===== config.mk =====
export PLATFORM = sky130hd
export DESIGN_NAME = seven_seg_scan_decoder_flat
export DESIGN_NICKNAME = d
export VERILOG_FILES = /design/src/rtl/seven_seg_scan_decoder_if.sv /design/src/rtl/seven_seg_scan_decoder.sv /design/src/flat_wrapper.sv
export SDC_FILE = /design/constraint.sdc
export NUM_CORES = 1
export LEC_CHECK = 0
export CAP_MARGIN = 20
export CORE_AREA = 10 10 105 107
export DETAILED_ROUTE_END_ITERATION = 16
export DIE_AREA = 0 0 115 117
export MAX_ROUTING_LAYER = met4
export PLACE_DENSITY = 0.79
export RECOVER_POWER = 50
export SLEW_MARGIN = 20
export SYNTH_ARGS = -nofsm -noshare
export SYNTH_HDL_FRONTEND = slang
export SYNTH_SLANG_ARGS = --single-unit
export TNS_END_PERCENT = 100

===== constraint.sdc =====
create_clock -name i_clk -period 4 [get_ports i_clk]
set_input_delay 1.2 -clock i_clk [delete_from_list [all_inputs] [get_ports i_clk]]
set_output_delay 1.2 -clock i_clk [all_outputs]
set_load 0.005 [all_outputs]

===== src/rtl/seven_seg_scan_decoder_if.sv =====
// Display-side pins and reassembled-value outputs of the seven-segment scan decoder.
// master drives the display lines and observes the result; slave is the decoder.
interface seven_seg_scan_decoder_if #(
    parameter int OUTPUT_WIDTH = 15
);
    logic [3:0]              anodes;
    logic [7:0]              cathodes;
    logic [OUTPUT_WIDTH-1:0] o_number;
    logic [3:0]              o_decimal_points;
    logic                    o_digit_err;
    logic                    o_valid;

    modport master (
        output anodes, cathodes,
        input  o_number, o_decimal_points, o_digit_err, o_valid
    );

    modport slave (
        input  anodes, cathodes,
        output o_number, o_decimal_points, o_digit_err, o_valid
    );
endinterface


===== src/rtl/seven_seg_scan_decoder.sv =====
// Recovers a 4-digit value from a multiplexed active-low 7-seg display; o_valid pulses
// 5 cycles after the frame's last capture strobe. No backpressure: results are held until the next pulse.
module seven_seg_scan_decoder #(
    parameter int OUTPUT_WIDTH  = 15,
    parameter int STABLE_CYCLES = 4,
    parameter int SYNC_STAGES   = 2
) (
    input logic                    i_clk,
    input logic                    i_rst_n,
    seven_seg_scan_decoder_if.slave bus
);
    typedef enum logic [1:0] {COLLECT, CONVERT, DONE} state_t;

    localparam logic [7:0] STABLE_MAX = 8'(STABLE_CYCLES);
    localparam logic [7:0] STROBE_AT  = 8'(STABLE_CYCLES - 2);

    logic [11:0] sync_d [SYNC_STAGES];
    logic [11:0] sync_q [SYNC_STAGES];
    logic [11:0] sample, prev_q;
    logic [7:0]  cnt_d, cnt_q;
    logic        stable, strobe;

    logic        an_hot, dec_err;
    logic [1:0]  an_idx;
    logic [3:0]  an_bit, dec_digit;

    state_t      state_q;
    logic [3:0]  mask_q, dp_q, err_q;
    logic [3:0]  digit_q [4];
    logic [1:0]  idx_q;
    logic [13:0] acc_q, acc_x10, acc_next;
    logic [17:0] acc_wide;

    logic [OUTPUT_WIDTH-1:0] number_q;
    logic [3:0]              dp_out_q;
    logic                    err_out_q, valid_q;

    function automatic logic [4:0] decode(input logic [6:0] seg);
        case (seg)
            7'b1111110: decode = {1'b0, 4'd0};
            7'b0110000: decode = {1'b0, 4'd1};
            7'b1101101: decode = {1'b0, 4'd2};
            7'b1111001: decode = {1'b0, 4'd3};
            7'b0110011: decode = {1'b0, 4'd4};
            7'b1011011: decode = {1'b0, 4'd5};
            7'b1011111: decode = {1'b0, 4'd6};
            7'b1110000: decode = {1'b0, 4'd7};
            7'b1111111: decode = {1'b0, 4'd8};
            7'b1111011: decode = {1'b0, 4'd9};
            default:    decode = {1'b1, 4'd0};
        endcase
    endfunction

    always_comb begin
        sync_d[0] = {bus.anodes, bus.cathodes};
        for (int i = 1; i < SYNC_STAGES; i++) begin
            sync_d[i] = sync_q[i-1];
        end
    end

    assign sample = sync_q[SYNC_STAGES-1];

    // Strobe on the cycle the count steps to STABLE_CYCLES-1: exactly once per stable period.
    always_comb begin
        stable = (sample == prev_q);
        strobe = stable && (cnt_q == STROBE_AT);
        if (!stable) begin
            cnt_d = '0;
        end else if (cnt_q < STABLE_MAX) begin
            cnt_d = cnt_q + 8'd1;
        end else begin
            cnt_d = cnt_q;
        end
    end

    always_ff @(posedge i_clk or negedge i_rst_n) begin
        if (!i_rst_n) begin
            for (int i = 0; i < SYNC_STAGES; i++) begin
                sync_q[i] <= '1;
            end
            prev_q <= '1;
            cnt_q  <= '0;
        end else begin
            for (int i = 0; i < SYNC_STAGES; i++) begin
                sync_q[i] <= sync_d[i];
            end
            prev_q <= sample;
            cnt_q  <= cnt_d;
        end
    end

    always_comb begin
        an_hot = 1'b1;
        an_idx = 2'd0;
        case (sample[11:8])
            4'b1110: an_idx = 2'd0;
            4'b1101: an_idx = 2'd1;
            4'b1011: an_idx = 2'd2;
            4'b0111: an_idx = 2'd3;
            default: an_hot = 1'b0;
        endcase
        an_bit               = 4'b0001 << an_idx;
        {dec_err, dec_digit} = decode(~sample[7:1]);
    end

    // acc*10 as shift-add in a wider word; truncation is lossless for BCD inputs.
    assign acc_wide = {4'b0, acc_q};
    assign acc_x10  = 14'((acc_wide << 3) + (acc_wide << 1));
    assign acc_next = acc_x10 + {10'b0, digit_q[idx_q]};

    always_ff @(posedge i_clk or negedge i_rst_n) begin
        if (!i_rst_n) begin
            state_q   <= COLLECT;
            mask_q    <= '0;
            dp_q      <= '0;
            err_q     <= '0;
            idx_q     <= '0;
            acc_q     <= '0;
            for (int i = 0; i < 4; i++) begin
                digit_q[i] <= '0;
            end
            number_q  <= '0;
            dp_out_q  <= '0;
            err_out_q <= 1'b0;
            valid_q   <= 1'b0;
        end else begin
            valid_q <= 1'b0;
            case (state_q)
                COLLECT: begin
                    if (strobe && an_hot) begin
                        digit_q[an_idx] <= dec_digit;
                        dp_q[an_idx]    <= ~sample[0];
                        err_q[an_idx]   <= dec_err;
                        if ((mask_q | an_bit) == 4'b1111) begin
                            state_q <= CONVERT;
                            mask_q  <= '0;
                            acc_q   <= '0;
                            idx_q   <= 2'd3;
                        end else begin
                            mask_q <= mask_q | an_bit;
                        end
                    end
                end
                CONVERT: begin
                    acc_q <= acc_next;
                    idx_q <= idx_q - 2'd1;
                    if (idx_q == 2'd0) begin
                        state_q   <= DONE;
                        number_q  <= OUTPUT_WIDTH'(acc_next);
                        dp_out_q  <= dp_q;
                        err_out_q <= |err_q;
                        valid_q   <= 1'b1;
                    end
                end
                DONE:    state_q <= COLLECT;
                default: state_q <= COLLECT;
            endcase
        end
    end

    assign bus.o_number         = number_q;
    assign bus.o_decimal_points = dp_out_q;
    assign bus.o_digit_err      = err_out_q;
    assign bus.o_valid          = valid_q;
endmodule


===== src/flat_wrapper.sv =====
// flat-port wrapper written by rule: the top's interface ports become plain ports
module seven_seg_scan_decoder_flat 
#(
    parameter int OUTPUT_WIDTH  = 15,
    parameter int STABLE_CYCLES = 4,
    parameter int SYNC_STAGES   = 2
)
  (i_clk, i_rst_n, bus_anodes, bus_cathodes, bus_o_number, bus_o_decimal_points, bus_o_digit_err, bus_o_valid);
  seven_seg_scan_decoder_if #(.OUTPUT_WIDTH(OUTPUT_WIDTH)) bus_i ();
  input logic i_clk;
  input logic i_rst_n;
  input wire logic [$bits(bus_i.anodes)-1:0] bus_anodes;
  input wire logic [$bits(bus_i.cathodes)-1:0] bus_cathodes;
  output wire logic [$bits(bus_i.o_number)-1:0] bus_o_number;
  output wire logic [$bits(bus_i.o_decimal_points)-1:0] bus_o_decimal_points;
  output wire logic [$bits(bus_i.o_digit_err)-1:0] bus_o_digit_err;
  output wire logic [$bits(bus_i.o_valid)-1:0] bus_o_valid;
  assign bus_i.anodes = bus_anodes;
  assign bus_i.cathodes = bus_cathodes;
  assign bus_o_number = bus_i.o_number;
  assign bus_o_decimal_points = bus_i.o_decimal_points;
  assign bus_o_digit_err = bus_i.o_digit_err;
  assign bus_o_valid = bus_i.o_valid;
  seven_seg_scan_decoder #(.OUTPUT_WIDTH(OUTPUT_WIDTH), .STABLE_CYCLES(STABLE_CYCLES), .SYNC_STAGES(SYNC_STAGES)) u_core (.i_clk(i_clk), .i_rst_n(i_rst_n), .bus(bus_i));
endmodule

Word level (Yosys, flattened, before mapping)
Index checks and enable logic that the tools add are counted.
Widths: inputs -> output; s select.
- bitwise gates (word level): 5
- multiply operators: 0
- reduce and logical (&&, ||, !) cells: 13
- mux-type cells: 28
- shift-type cells: 1
- add/sub/neg operators: 4
- divide/modulo/power cells: 0
- equal/unequal tests: 22
- $lt $le $gt $ge: 6
- operator list (cell ; number):
    $eq 7x7->1 const B ; 8
    $pmux 5 s10 ; 1
    $mux 13 ; 2
    $pmux 13 s2 ; 1
    $bwmux 16 ; 1
    $eq 4x4->1 const B ; 4
    $mux 4 ; 4
    $mux 8 ; 2
    $add 14x14->14 ; 1
    $add 14x4->14 ; 1
    $eq 7x6->1 const B ; 2
    $eq 12x12->1 ; 1
    $mux 2 ; 5
    $add 8x1->8 const B ; 1
    $bmux 4 s2 ; 1
    $bwmux 4 ; 2
    $demux 4 s2 ; 1
    $eq 8x2->1 const B ; 1
    $lt 8x3->1 const B ; 1
    $pmux 2 s2 ; 2
    $reduce_or 4->1 ; 2
    $not 7->7 ; 1
    $ge 3x3->1 const B ; 2
    $ne 2x1->1 const B ; 3
    other kinds (19) ; 29
- register bits: 109
- memories: 0
- logic and storage cells: 97
- ROM bits: 0
- output and inout port bits: 21
- latch bits: 0
- bits of input ports: 14
- bits in writable memories: 0

Depth between registers and ports, before layout
- depth after elaboration: 8
- mapped depth: 11
- depth with buffers taken out: 10

Worst setup path after synthesis
Ideal clock, no wire load.
- kind: reg-to-reg
- from: register u_core.idx_q[0]
- to: register u_core.number_q[13] (netlist: u_core.bus.o_number[13])
- slack: 0.961 ns
- cell stages (with the launch flop): 12
- arrival time: 2.952 ns
- path buffers: 1
- path through: dfrtp_1 > clkbuf_1 > mux4_2 > inv_1 > fa_1 > inv_1 > ha_1 > a211oi_1 > nor4_1 > nor3_1 > or4_1 > o211ai_1
- longest elaborated chain between the ends: 5
- elaborated cells on any way between the ends: 7
- RTL lines (element ; RTL line ; text):
    start, declared ; seven_seg_scan_decoder.sv:30 ; logic [1:0] idx_q;
    start signal, assigned ; seven_seg_scan_decoder.sv:146 ; idx_q <= idx_q - 2'd1;
    $not 2->3 (implied by the code) ; seven_seg_scan_decoder.sv:109 ; assign acc_next = acc_x10 + {10'b0, digit_q[idx_q]};
    $bmux 4 s2 ; seven_seg_scan_decoder.sv:109 ;
    $mux 4 (implied by the code) (2 in series) ; seven_seg_scan_decoder.sv:109 ;
    $add 14x4->14 ; seven_seg_scan_decoder.sv:109 ;
    end signal, assigned ; seven_seg_scan_decoder.sv:149 ; number_q <= OUTPUT_WIDTH'(acc_next);
    end, declared ; seven_seg_scan_decoder.sv:34 ; logic [OUTPUT_WIDTH-1:0] number_q;
Parallel ways exist; a longest one is shown, timed or not. The select of a mux whose other input is x is not followed.
A chain may end at the register's enable or synchronous reset.

Worst setup path in the final report
- from: register u_core.idx_q[0]
- to: register u_core.acc_q[11]
- longest elaborated chain between the ends: 6
- RTL lines (element ; RTL line ; text):
    $not 2->3 (implied by the code) ; seven_seg_scan_decoder.sv:109 ;
    $bmux 4 s2 ; seven_seg_scan_decoder.sv:109 ;
    $mux 4 (implied by the code) (2 in series) ; seven_seg_scan_decoder.sv:109 ;
    $add 14x4->14 ; seven_seg_scan_decoder.sv:109 ;
    $pmux 13 s2 ; seven_seg_scan_decoder.sv:128 ; case (state_q)
    end signal, assigned ; seven_seg_scan_decoder.sv:145 ; acc_q <= acc_next;
    end, declared ; seven_seg_scan_decoder.sv:31 ; logic [13:0] acc_q, acc_x10, acc_next;
No other way between the ends. The select of a mux whose other input is x is not followed.

==> flow_summary_export.csv <==
group,metric,value,unit
die,io_pins,35,
finish,drive_above_1_share,0.171,
critical_path,crit_path_end_kind,"flip-flop",
synthesis,synth.distinct_cells,59,
power,seqPwrFrac,0.635,
sta,fmax,309,MHz
clocking,cts_hold_buffers,0,
critical_path,r2r_slack,0.76,ns
power,peakVddDrop,0.263,mV
clocking,cts_buffers,9,
placed_design,port_buffers,33,
drt,drc,0,
critical_path,path_cells,"mux4_2 > inv_1 > fa_1 > inv_1 > ha_1 > a211oi_1 > nor4_1 > nor3_1 > xor2_1 > o22ai_1",
placed_design,dpl.hpwl,7350,um
die,num_rows,35,
grt,track_usage,0.161,
drt,ant_nets,0,
critical_path,crit_buf_inv,2,
power,swShare,0.235,
clocking,cts_resized,0,
grt,grt_max_degree,46,
die,die_h,117,um
clocking,cts_tree,"built",
die,die_w,115,um
drt,wire_per_inst,17.4,um
synthesis,synthFlopType,"dfrtp_1",
drt,num_vias,3422,
flow_run,max-cap-violations,1,
critical_path,cp.arrival,3.47,ns
clocking,cts_max_level,3,
grt,antenna_found_initial,0,
critical_path,path_max_fanout,7,
clocking,clkTransAtPathRegs,0.10,ns
power,power_density,317,nW/um^2
sta,totalNegativeSetupSlack,0,ns
clocking,postCtsSetupRepairBufs,0,
placed_design,gp_congestion,0.900,
critical_path,cp_slowest_stage_delay,0.55,ns
synthesis,yosysSeqAreaShare,0.533,
run_status,status,"finished with violations",
sta,tightest_slew,2.48,ns
synthesis,yosysWarnings,0,
die,die-area,13500,um^2
die,core,9020,um^2
synthesis,synth-edff-count,0,
sta,finalCriticalPeriod,3.24,ns
clocking,clk_path_buf_depth,2,
power,p_leak,2.65,nW
synthesis,yosys.area.top_type_share,0.351,
critical_path,path_class,"flip-flop to flip-flop",
synthesis,yosysTopAreaCell,"dfrtp_1",
synthesis,syn_inst,439,
power,pwr-share-clk,0.332,
finish,syn2layout_area_growth,10.2,%
power,p_sw,0.000426,W
synthesis,syn_area_per_cell,11.9,um^2
hold_path,hp-class,"flip-flop to flip-flop",
power,combPwrFrac,0.033,
run_status,violations,"capacitance limit, slew limit",
critical_path,crit_family,"adder cells",
grt,grt_pass1_wl,17200,um
critical_path,slowest_stage,"dfrtp_1",
drt,wl,10100,um
synthesis,async_flop_share,1.00,
critical_path,cp-start-kind,"flip-flop",
clocking,cts_root_buf,"clkbuf_8",
drt,drtIter0Drc,181,
synthesis,syn_area,5200,um^2
sta,period_share,0.809,
power,p_int,0.00139,W
critical_path,critPathMostFrequentCell,"inv_1",
sta,rsz0062_at_grt,"false",
clocking,cts_num_sinks,109,
power,p_total,0.00182,W
sta,clock-skew-final,0.0169,ns
grt,grt_overflow,0,
clocking,insertion_delay,0.37,ns
sta,max-slew-margin-rel,-0.652,
synthesis,synth_area_leaders,"dfrtp_1, dfstp_2, ha_1, mux2_2, mux2_4",
synthesis,synth_fp_nets,480,
sta,hold_viol,0,
finish,antenna_cells,0,
sta,finalSetupViolCount,0,
synthesis,yosysMostFrequentCell,"dfrtp_1",
drt,drt_first_pass_iters,5,
grt,grt_pass1_vias,3568,
critical_path,cp.required,4.23,ns
sta,drv_slew,45,
drt,avgViaCountPerCell,5.91,
die,start_util,0.577,
synthesis,ys_seq_elements,109,
synthesis,ys_top_cells_by_count,"dfrtp_1, nand2_1, dfstp_2",
finish,fin_nets,504,
-- metrics by stage --
stage / std cells / hold slack (ns) / area (um^2) / util / setup WS [ns]
finish: 579 / 0.360 / 5740 / 0.636 / 0.763
global route: 579 / 0.348 / 5740 / 0.636 / 0.522
global placement: 563 / 0.345 / 5560 / 0.617 / 0.895
detailed placement: 563 / 0.347 / 5560 / 0.617 / 0.784
floorplan: 439 / 0.345 / 5200 / - / 0.961
CTS: 579 / 0.352 / 5740 / 0.636 / 0.768
-- kinds of logic (layout without fill, tap and decap cells) --
logic type / count (synthesis) / after routing / synth area share
AND/OR/NAND/NOR: 113 / 113 / 0.114
XOR/XNOR: 23 / 23 / 0.0387
adder cells (fa/ha/maj): 27 / 27 / 0.0678
AO/OA/AOI/OAI: 85 / 85 / 0.115
other: 1 / 1 / 0.000720
buffers and inverters: 49 / 78 / 0.0469
multiplexers: 32 / 32 / 0.0841
flip-flops: 109 / 109 / 0.533
-- cell usage in the layout (no fill, tap or decap), types with 5 or more instances in the layout --
| master | n |
|---|---|
| dfstp_1 | 12 |
| mux2_2 | 14 |
| nand2_1 | 40 |
| nor3_1 | 8 |
| dfrtp_1 | 73 |
| a21oi_1 | 11 |
| xnor2_1 | 7 |
| dlygate4sd3_1 | 12 |
| a31oi_1 | 5 |
| clkbuf_8 | 9 |
| nand3_1 | 9 |
| o31ai_1 | 7 |
| ha_1 | 25 |
| mux2_4 | 10 |
| dfstp_2 | 24 |
| and2_1 | 6 |
| o311ai_0 | 5 |
| nor2_1 | 12 |
| or3_1 | 5 |
| o21ai_0 | 20 |
| xor2_1 | 16 |
| nor4_1 | 9 |
| inv_1 | 25 |
| a22oi_1 | 7 |
| clkdlybuf4s50_1 | 20 |
-- layout make-up --
class                   instances  area (um^2)
fillers                       714         3290
flip-flops and latches        109         2770
multi-input cells             281         2190
repair buffers                 37          367
well taps                     111          139
clock buffers                  10          128
inverters                      25         93.8
clock inverters                 6         47.5
-- worst paths after layout --
kind	endpoint	cells past startpoint	startpoint
min	u_core.sample[1]	0	u_core.sync_d[1]
max in group asynchronous	u_core.digit_q[3]	1	i_rst_n
min in group asynchronous	u_core.bus.o_number[13]	1	i_rst_n
max	u_core.acc_q[11]	10	u_core.idx_q[0]
max reg2reg	u_core.acc_q[11]	10	u_core.idx_q[0]
min reg2reg	u_core.sample[1]	0	u_core.sync_d[1]
-- state kept, by name, indices dropped and copies added, names as in the netlist, 8 cells and up --
register	count
u_core.acc_q	13
u_core.bus.o_number	14
u_core.cnt_q	8
u_core.digit_q	16
u_core.prev_q	12
u_core.sample	12
u_core.sync_d	12
-- worst register-to-register path: stages (launching register included) --
cell	delay, ns
dfrtp_1	0.55
mux4_2	0.54
inv_1	0.08
fa_1	0.45
inv_1	0.09
ha_1	0.25
a211oi_1	0.47
nor4_1	0.14
nor3_1	0.24
xor2_1	0.21
o22ai_1	0.10
-- power by group through the flow --
| stage | combinational [W] | sequential, W | clock (W) |
|---|---|---|---|
| after global placement | 0.0000629 | 0.00117 | 0 |
| after global routing | 0.0000701 | 0.00116 | 0.000678 |
| after detailed placement | 0.0000650 | 0.00118 | 0 |
| after CTS | 0.0000654 | 0.00116 | 0.000624 |
| after floorplan | 0.0000384 | 0.00116 | 0 |
| final | 0.0000609 | 0.00115 | 0.000603 |
-- layer usage --
layer,GRT usage,routed length (um)
met4,0.0668,231
met1,0.191,4290
met2,0.266,5160
met5,-,0
met3,0.0306,420
Power figures use the tool's default switching activity.
